<file path="config.mk">
export PLATFORM = sky130hd
export DESIGN_NAME = vga_fb_arbiter
export DESIGN_NICKNAME = d
export VERILOG_FILES = /design/src/rtl/vga_fb_pkg.sv /design/src/rtl/fb_pixel_fifo.sv /design/src/rtl/vga_fb_arbiter.sv
export SDC_FILE = /design/constraint.sdc
export NUM_CORES = 1
export LEC_CHECK = 0
export ABC_AREA = 1
export BUFFER_PORTS_ARGS = -buffer_cell sky130_fd_sc_hd__buf_2
export CORE_MARGIN = 5
export CORE_UTILIZATION = 50
export DETAILED_ROUTE_END_ITERATION = 16
export PLACE_DENSITY = 0.81
export SKIP_LAST_GASP = 1
export SLEW_MARGIN = 30
export SYNTH_ARGS = -nofsm -noshare
export SYNTH_HDL_FRONTEND = slang
export SYNTH_SLANG_ARGS = --single-unit
</file>
<file path="constraint.sdc">
create_clock -name clk_50Mhz -period 3.1 [get_ports clk_50Mhz]
set_clock_uncertainty 0.2 [all_clocks]
set_input_delay 0.62 -clock clk_50Mhz [delete_from_list [all_inputs] [get_ports clk_50Mhz]]
set_output_delay 0.62 -clock clk_50Mhz [all_outputs]
set_load 0.02 [all_outputs]
</file>
<file path="src/rtl/vga_fb_pkg.sv">
// Shared constants and types for the VGA framebuffer arbiter and its pixel FIFO.
package vga_fb_pkg;

    localparam int FB_PIXELS_DEF = 19200;  // 160x120
    localparam int ADDR_W_DEF    = 15;
    localparam int PIX_W         = 3;      // {r, g, b}

    typedef enum logic [1:0] {
        ARB_IDLE,
        ARB_READ,
        ARB_WRITE,
        ARB_FLUSH
    } arb_op_e;

endpackage

</file>
<file path="src/rtl/fb_pixel_fifo.sv">
// Show-ahead pixel FIFO between the SRAM read port and the display; flush wins over push and pop.
module fb_pixel_fifo
    import vga_fb_pkg::*;
#(
    parameter int DEPTH = 8,
    parameter int CNT_W = 4
) (
    input  logic             clk,
    input  logic             rst,
    input  logic             flush,
    input  logic             push,
    input  logic [PIX_W-1:0] wdata,
    input  logic             pop,
    output logic [PIX_W-1:0] head,
    output logic [CNT_W-1:0] count
);

    localparam int PTR_W = (DEPTH > 1) ? $clog2(DEPTH) : 1;

    logic [PIX_W-1:0] mem [DEPTH];
    logic [PTR_W-1:0] wr_ptr;
    logic [PTR_W-1:0] rd_ptr;
    logic             do_push;
    logic             do_pop;

    // A pop on an empty FIFO is a no-op here; the arbiter flags it.
    assign do_push = push & ~flush;
    assign do_pop  = pop & ~flush & (count != '0);

    always_ff @(posedge clk or posedge rst) begin
        if (rst) begin
            wr_ptr <= '0;
            rd_ptr <= '0;
            count  <= '0;
        end else if (flush) begin
            wr_ptr <= '0;
            rd_ptr <= '0;
            count  <= '0;
        end else begin
            if (do_push) wr_ptr <= wr_ptr + PTR_W'(1);
            if (do_pop)  rd_ptr <= rd_ptr + PTR_W'(1);
            case ({do_push, do_pop})
                2'b10:   count <= count + CNT_W'(1);
                2'b01:   count <= count - CNT_W'(1);
                default: count <= count;
            endcase
        end
    end

    always_ff @(posedge clk) begin
        if (do_push) mem[wr_ptr] <= wdata;
    end

    assign head = (count == '0) ? '0 : mem[rd_ptr];

endmodule

</file>
<file path="src/rtl/vga_fb_arbiter.sv">
// Single-port framebuffer SRAM arbiter: keeps the display FIFO topped up and slots host writes in between.
module vga_fb_arbiter
    import vga_fb_pkg::*;
#(
    parameter int FB_PIXELS  = FB_PIXELS_DEF,
    parameter int ADDR_W     = ADDR_W_DEF,
    parameter int FIFO_DEPTH = 8,
    parameter int LOW_WATER  = 4
) (
    input  logic              clk_50Mhz,
    input  logic              reset,
    input  logic              i_frame_start,
    input  logic              i_fetch_next_pixel,
    output logic              o_pixel_r,
    output logic              o_pixel_g,
    output logic              o_pixel_b,
    output logic              o_underflow,
    input  logic              i_host_wr_req,
    input  logic [ADDR_W-1:0] i_host_addr,
    input  logic [PIX_W-1:0]  i_host_data,
    output logic              o_host_wr_ack,
    output logic              o_mem_en,
    output logic              o_mem_we,
    output logic [ADDR_W-1:0] o_mem_addr,
    output logic [PIX_W-1:0]  o_mem_wdata,
    input  logic [PIX_W-1:0]  i_mem_rdata
);

    localparam int CNT_W = $clog2(FIFO_DEPTH + 1);
    localparam int LVL_W = CNT_W + 1;

    arb_op_e           op;
    logic [ADDR_W-1:0] rd_addr;
    logic              rd_vld_p0;  // read on the SRAM bus this cycle
    logic              rd_vld_p1;  // its data is on i_mem_rdata this cycle
    logic [CNT_W-1:0]  fifo_count;
    logic [LVL_W-1:0]  level;
    logic [PIX_W-1:0]  head;
    logic              host_ok;
    logic              host_in_range;

    function automatic logic [ADDR_W-1:0] next_rd_addr(input logic [ADDR_W-1:0] a);
        return (a == ADDR_W'(FB_PIXELS - 1)) ? '0 : a + ADDR_W'(1);
    endfunction

    assign rd_vld_p0     = o_mem_en & ~o_mem_we;
    assign level         = LVL_W'(fifo_count) + LVL_W'(rd_vld_p0) + LVL_W'(rd_vld_p1);
    // The request that was just acked is still held this cycle; it must not be serviced twice.
    assign host_ok       = i_host_wr_req & ~o_host_wr_ack;
    assign host_in_range = ({1'b0, i_host_addr} < (ADDR_W + 1)'(FB_PIXELS));

    always_comb begin
        op = ARB_IDLE;
        if (i_frame_start)                         op = ARB_FLUSH;
        else if (level < LVL_W'(LOW_WATER))        op = ARB_READ;
        else if (host_ok)                          op = ARB_WRITE;
        else if (level < LVL_W'(FIFO_DEPTH))       op = ARB_READ;
    end

    // Stage p0 -> p1: issue the chosen access onto the registered SRAM bus
    always_ff @(posedge clk_50Mhz or posedge reset) begin
        if (reset) begin
            o_mem_en      <= 1'b0;
            o_mem_we      <= 1'b0;
            o_mem_addr    <= '0;
            o_mem_wdata   <= '0;
            o_host_wr_ack <= 1'b0;
            o_underflow   <= 1'b0;
            rd_addr       <= '0;
            rd_vld_p1     <= 1'b0;
        end else begin
            o_mem_en      <= 1'b0;
            o_mem_we      <= 1'b0;
            o_mem_wdata   <= '0;
            o_host_wr_ack <= 1'b0;
            rd_vld_p1     <= rd_vld_p0 & (op != ARB_FLUSH);
            case (op)
                ARB_FLUSH: begin
                    rd_addr     <= '0;
                    o_underflow <= 1'b0;
                end
                ARB_READ: begin
                    o_mem_en   <= 1'b1;
                    o_mem_addr <= rd_addr;
                    rd_addr    <= next_rd_addr(rd_addr);
                end
                ARB_WRITE: begin
                    o_mem_en      <= host_in_range;
                    o_mem_we      <= host_in_range;
                    o_mem_addr    <= i_host_addr;
                    o_mem_wdata   <= host_in_range ? i_host_data : '0;
                    o_host_wr_ack <= 1'b1;
                end
                default: ;
            endcase
            if (i_fetch_next_pixel && (fifo_count == '0) && (op != ARB_FLUSH)) o_underflow <= 1'b1;
        end
    end

    // Stage p1: returning read data lands in the display FIFO
    fb_pixel_fifo #(
        .DEPTH (FIFO_DEPTH),
        .CNT_W (CNT_W)
    ) u_fifo (
        .clk   (clk_50Mhz),
        .rst   (reset),
        .flush (op == ARB_FLUSH),
        .push  (rd_vld_p1),
        .wdata (i_mem_rdata),
        .pop   (i_fetch_next_pixel),
        .head  (head),
        .count (fifo_count)
    );

    assign {o_pixel_r, o_pixel_g, o_pixel_b} = head;

endmodule

</file>
==> impl_metrics.env <==
export IMPL_critical_path_data_arrival_time_ns=1.92
export IMPL_syn_cell_area_um2=3620
export IMPL_initial_antenna_violation_count=0
export IMPL_post_cts_setup_buffer_count=0
export IMPL_post_synth_cell_area_avg_um2=8.70
export IMPL_cts_sinks=72
export IMPL_initial_core_util_pct=50.7
export IMPL_grt_max_degree=49
export IMPL_cts_clk_slew_worst_paths_ns=0.08
export IMPL_critical_path_class="flip-flop to output port"
export IMPL_yosys_register_bits=72
export IMPL_clock_fmax_mhz=365
export IMPL_finalNetCount=506
export IMPL_timing_critical_path_required_ns=2.28
export IMPL_htreeDepth=3
export IMPL_power_per_cell_area_nw_per_um2=556
export IMPL_detail_route_wl_per_cell_um=14.0
export IMPL_library_cell_with_the_highest_instance_count_after_synthesis="sky130_fd_sc_hd__nand2_1"
export IMPL_worst_slew_margin_rel_pct=60.8
export IMPL_count_of_flip_flops_with_a_built_in_enable_after_synthesis=24
export IMPL_die_h_um=95.1
export IMPL_drc_errors=0
export IMPL_cts_hold_repair_buffers=0
export IMPL_num_vias=2950
export IMPL_hold_violations=0
export IMPL_finalCritPeriodShare_pct=88.4
export IMPL_final_util_pct=58.7
export IMPL_fin_crit_ns=2.74
export IMPL_cpMostUsedCell="sky130_fd_sc_hd__nor2_1"
export IMPL_m1WireLength_um=3490
export IMPL_critical_path_cell_by_cell="inv_1, nor2_1, o211ai_1, nand2_1, nor2_1, buf_2"
export IMPL_rsz0062_at_grt="no"
export IMPL_total_leakage_power_nw=1.95
export IMPL_yosys_area_top_type_share_pct=33.2
export IMPL_cp_slowest_cell="sky130_fd_sc_hd__dfrtp_1"
export IMPL_via_count_of_the_first_global_routing_pass=2790
export IMPL_reg2reg_to="o_mem_addr[6]$_DFFE_PP0P_"
export IMPL_port_buffers=50
export IMPL_startpoint_type="flip-flop"
export IMPL_startpoint="u_fifo.rd_ptr[0]$_DFFE_PP0P_"
export IMPL_fp_dieArea_um2=9040
export IMPL_route_met2_wl_um=4040
export IMPL_wire_length_of_the_first_global_routing_pass_um=13300
export IMPL_worst_r2r_path_depth=10
export IMPL_crit_fanout=14
export IMPL_vias_per_cell=5.15
export IMPL_final_cell_area_um2=4190
export IMPL_finalSetupTns_ns=0
export IMPL_synth_top_cells_by_count="sky130_fd_sc_hd__nand2_1 (111), sky130_fd_sc_hd__nor2_1 (56), sky130_fd_sc_hd__dfrtp_1 (48)"
export IMPL_synthesis_nets=453
export IMPL_ant_nets=0
export IMPL_seq_area_frac_synth_pct=53.1
export IMPL_grt_remaining_overflow=0
export IMPL_yosys_most_used_dff="sky130_fd_sc_hd__dfrtp_1"
export IMPL_synthToLayoutAreaGrowth_pct=15.8
export IMPL_post_route_cells_drive_above_1_share_pct=17.5
export IMPL_peakVddDrop_v=0.000237
export IMPL_hpwl_um=5760
export IMPL_ys_top_cells_by_area="sky130_fd_sc_hd__dfrtp_1 (33%), sky130_fd_sc_hd__edfxtp_1 (20%), sky130_fd_sc_hd__nand2_1 (12%)"
export IMPL_root_buffer="sky130_fd_sc_hd__clkbuf_8"
export IMPL_rr_startpoint="u_fifo.count[0]$_DFFE_PP0P_"
export IMPL_antenna_cells_inserted=0
export IMPL_gp_routability_congestion=0.894
export IMPL_cts_buffers_inserted=9
export IMPL_timing_reg2reg_setup_slack_ns=0.41
export IMPL_dp_slack_ns=0.467
export IMPL_die_width_um=95.1
export IMPL_tightestPinTransition_ns=0.589
export IMPL_top_signal_layer_used="met4"
export IMPL_timing_critical_path_slowest_cell_delay_ns=0.52
export IMPL_synth_area_leader_cell="sky130_fd_sc_hd__dfrtp_1"
export IMPL_groute_usage_overall_pct=19.0
export IMPL_timing_final_max_slew_violations=0
export IMPL_syn_instance_count=416
export IMPL_asyncSetResetFlopFracSynth_pct=66.7
export IMPL_hold_class="input port to asynchronous set/reset pin"
export IMPL_insertion_delay_ns=0.36
export IMPL_run_status="finished, final reports clean"
export IMPL_filler_cell_count=641
export IMPL_floorplan_core_area_um2=7140
export IMPL_floorplan_rows=31
export IMPL_crit_path_end_kind="output port"
export IMPL_post_cts_resize_count=0
export IMPL_synth_cell_types=34
export IMPL_finalHoldWorstSlack_ns=0.123
export IMPL_firstDrtPassIters=5
export IMPL_met3_wirelength_um=352
export IMPL_drt_iter0_drc=158
export IMPL_detailed_place_area_um2=3960
export IMPL_io_pins=51
export IMPL_crit_path_end="o_pixel_b"
export IMPL_tritoncts="done"
export IMPL_yosys_warnings=0
export IMPL_timing_final_setup_violations=0
export IMPL_cts_max_path_buffers=2
export IMPL_max_cap_viol_count=0
export IMPL_timing_final_ws_setup_ns=0.360
export IMPL_postRouteWirelength_um=8030
[metal layers]
metal	track usage [%]	vias up
met3	4.26	13
met1	24.4	1397
met5	0	-
met2	31.0	68
met4	8.05	0
li1	-	1472
[flip-flops by register name (all words and copies together), names as in the netlist]
| name | flops |
|---|---|
| u_fifo.mem | 24 |
| u_fifo.rd_ptr | 3 |
| u_fifo.wr_ptr | 3 |
| o_mem_wdata | 3 |
| o_host_wr_ack | 1 |
| rd_addr | 15 |
| o_mem_we | 1 |
| rd_vld_p1 | 1 |
| o_underflow | 1 |
| o_mem_en | 1 |
| o_mem_addr | 15 |
| u_fifo.count | 4 |
[cells in the final DEF (no fill, tap or decap), types with 2 or more instances in the layout]
cell,synthesis,routed
sky130_fd_sc_hd__inv_2,2,2
sky130_fd_sc_hd__nand3_1,27,27
sky130_fd_sc_hd__a21oi_1,6,6
sky130_fd_sc_hd__buf_2,2,50
sky130_fd_sc_hd__inv_1,39,38
sky130_fd_sc_hd__nor2_4,5,5
sky130_fd_sc_hd__o22ai_1,4,4
sky130_fd_sc_hd__edfxtp_1,24,24
sky130_fd_sc_hd__nor2_1,56,56
sky130_fd_sc_hd__bufinv_16,0,2
sky130_fd_sc_hd__ha_1,10,10
sky130_fd_sc_hd__inv_6,0,3
sky130_fd_sc_hd__a21boi_0,3,3
sky130_fd_sc_hd__nand2_2,3,3
sky130_fd_sc_hd__xor2_1,7,7
sky130_fd_sc_hd__nand4_1,6,6
sky130_fd_sc_hd__buf_4,1,3
sky130_fd_sc_hd__dfrtp_1,48,48
sky130_fd_sc_hd__o211ai_1,4,4
sky130_fd_sc_hd__clkbuf_8,0,9
sky130_fd_sc_hd__o21ai_1,2,2
sky130_fd_sc_hd__a31oi_1,14,14
sky130_fd_sc_hd__o21ai_0,21,21
sky130_fd_sc_hd__xnor2_1,3,3
sky130_fd_sc_hd__nand2_1,111,111
[logic make-up (layout without fill, tap and decap cells)]
| logic type | Yosys count | count (layout) | synth area share [%] |
|---|---|---|---|
| AO/OA/AOI/OAI | 55 | 55 | 8.78 |
| XOR/XNOR | 10 | 10 | 2.42 |
| adder cells (fa/ha/maj) | 11 | 11 | 4.01 |
| buffers and inverters | 53 | 111 | 5.88 |
| flip-flops | 72 | 72 | 53.1 |
| AND/OR/NAND/NOR | 215 | 215 | 25.8 |
[worst min-delay path by stage]
| stage | from | to | slack, ns | cells after the start |
|---|---|---|---|---|
| CTS | reset | o_underflow$_DFFE_PP0P_ | 0.14 | 2 |
| global route | reset | u_fifo.rd_ptr[1]$_DFFE_PP0P_ | 0.19 | 2 |
| global placement | o_underflow$_DFFE_PP0P_ | o_underflow$_DFFE_PP0P_ | 0.31 | 2 |
| detailed placement | o_underflow$_DFFE_PP0P_ | o_underflow$_DFFE_PP0P_ | 0.32 | 2 |
| finish | reset | u_fifo.rd_ptr[1]$_DFFE_PP0P_ | 0.12 | 2 |
| floorplan | rd_addr[3]$_DFFE_PP0P_ | rd_addr[3]$_DFFE_PP0P_ | 0.29 | 2 |
[layout make-up]
| class | instances | area (um^2) | share of cell area [%] |
|---|---|---|---|
| sequential | 72 | 1920 | 45.9 |
| multi-input combinational | 291 | 1480 | 35.4 |
| timing repair buffer | 53 | 273 | 6.51 |
| inverter | 42 | 160 | 3.82 |
| clock buffer | 9 | 124 | 2.96 |
| tap | 99 | 124 | 2.96 |
| clock inverter | 7 | 103 | 2.45 |
[power by group]
group / switching, W / internal (W)
clock network: 0.000398 / 0.000463
logic: 0.000249 / 0.000128
registers: 0.0000535 / 0.00104
[worst max-delay path: cells and delay by family (launching register included)]
family	cells	cell delay [ns]
buffers and inverters	2	0.54
AND/OR/NAND/NOR	3	0.27
AO/OA/AOI/OAI	1	0.23
flip-flops	1	0.52
[through the flow]
stage / power, W / instances
floorplan: 0.00136 / 416
global placement: 0.00147 / 557
detailed placement: 0.00149 / 557
CTS: 0.00234 / 573
global route: 0.00243 / 573
finish: 0.00233 / 573
Power figures use the tool's default switching activity.
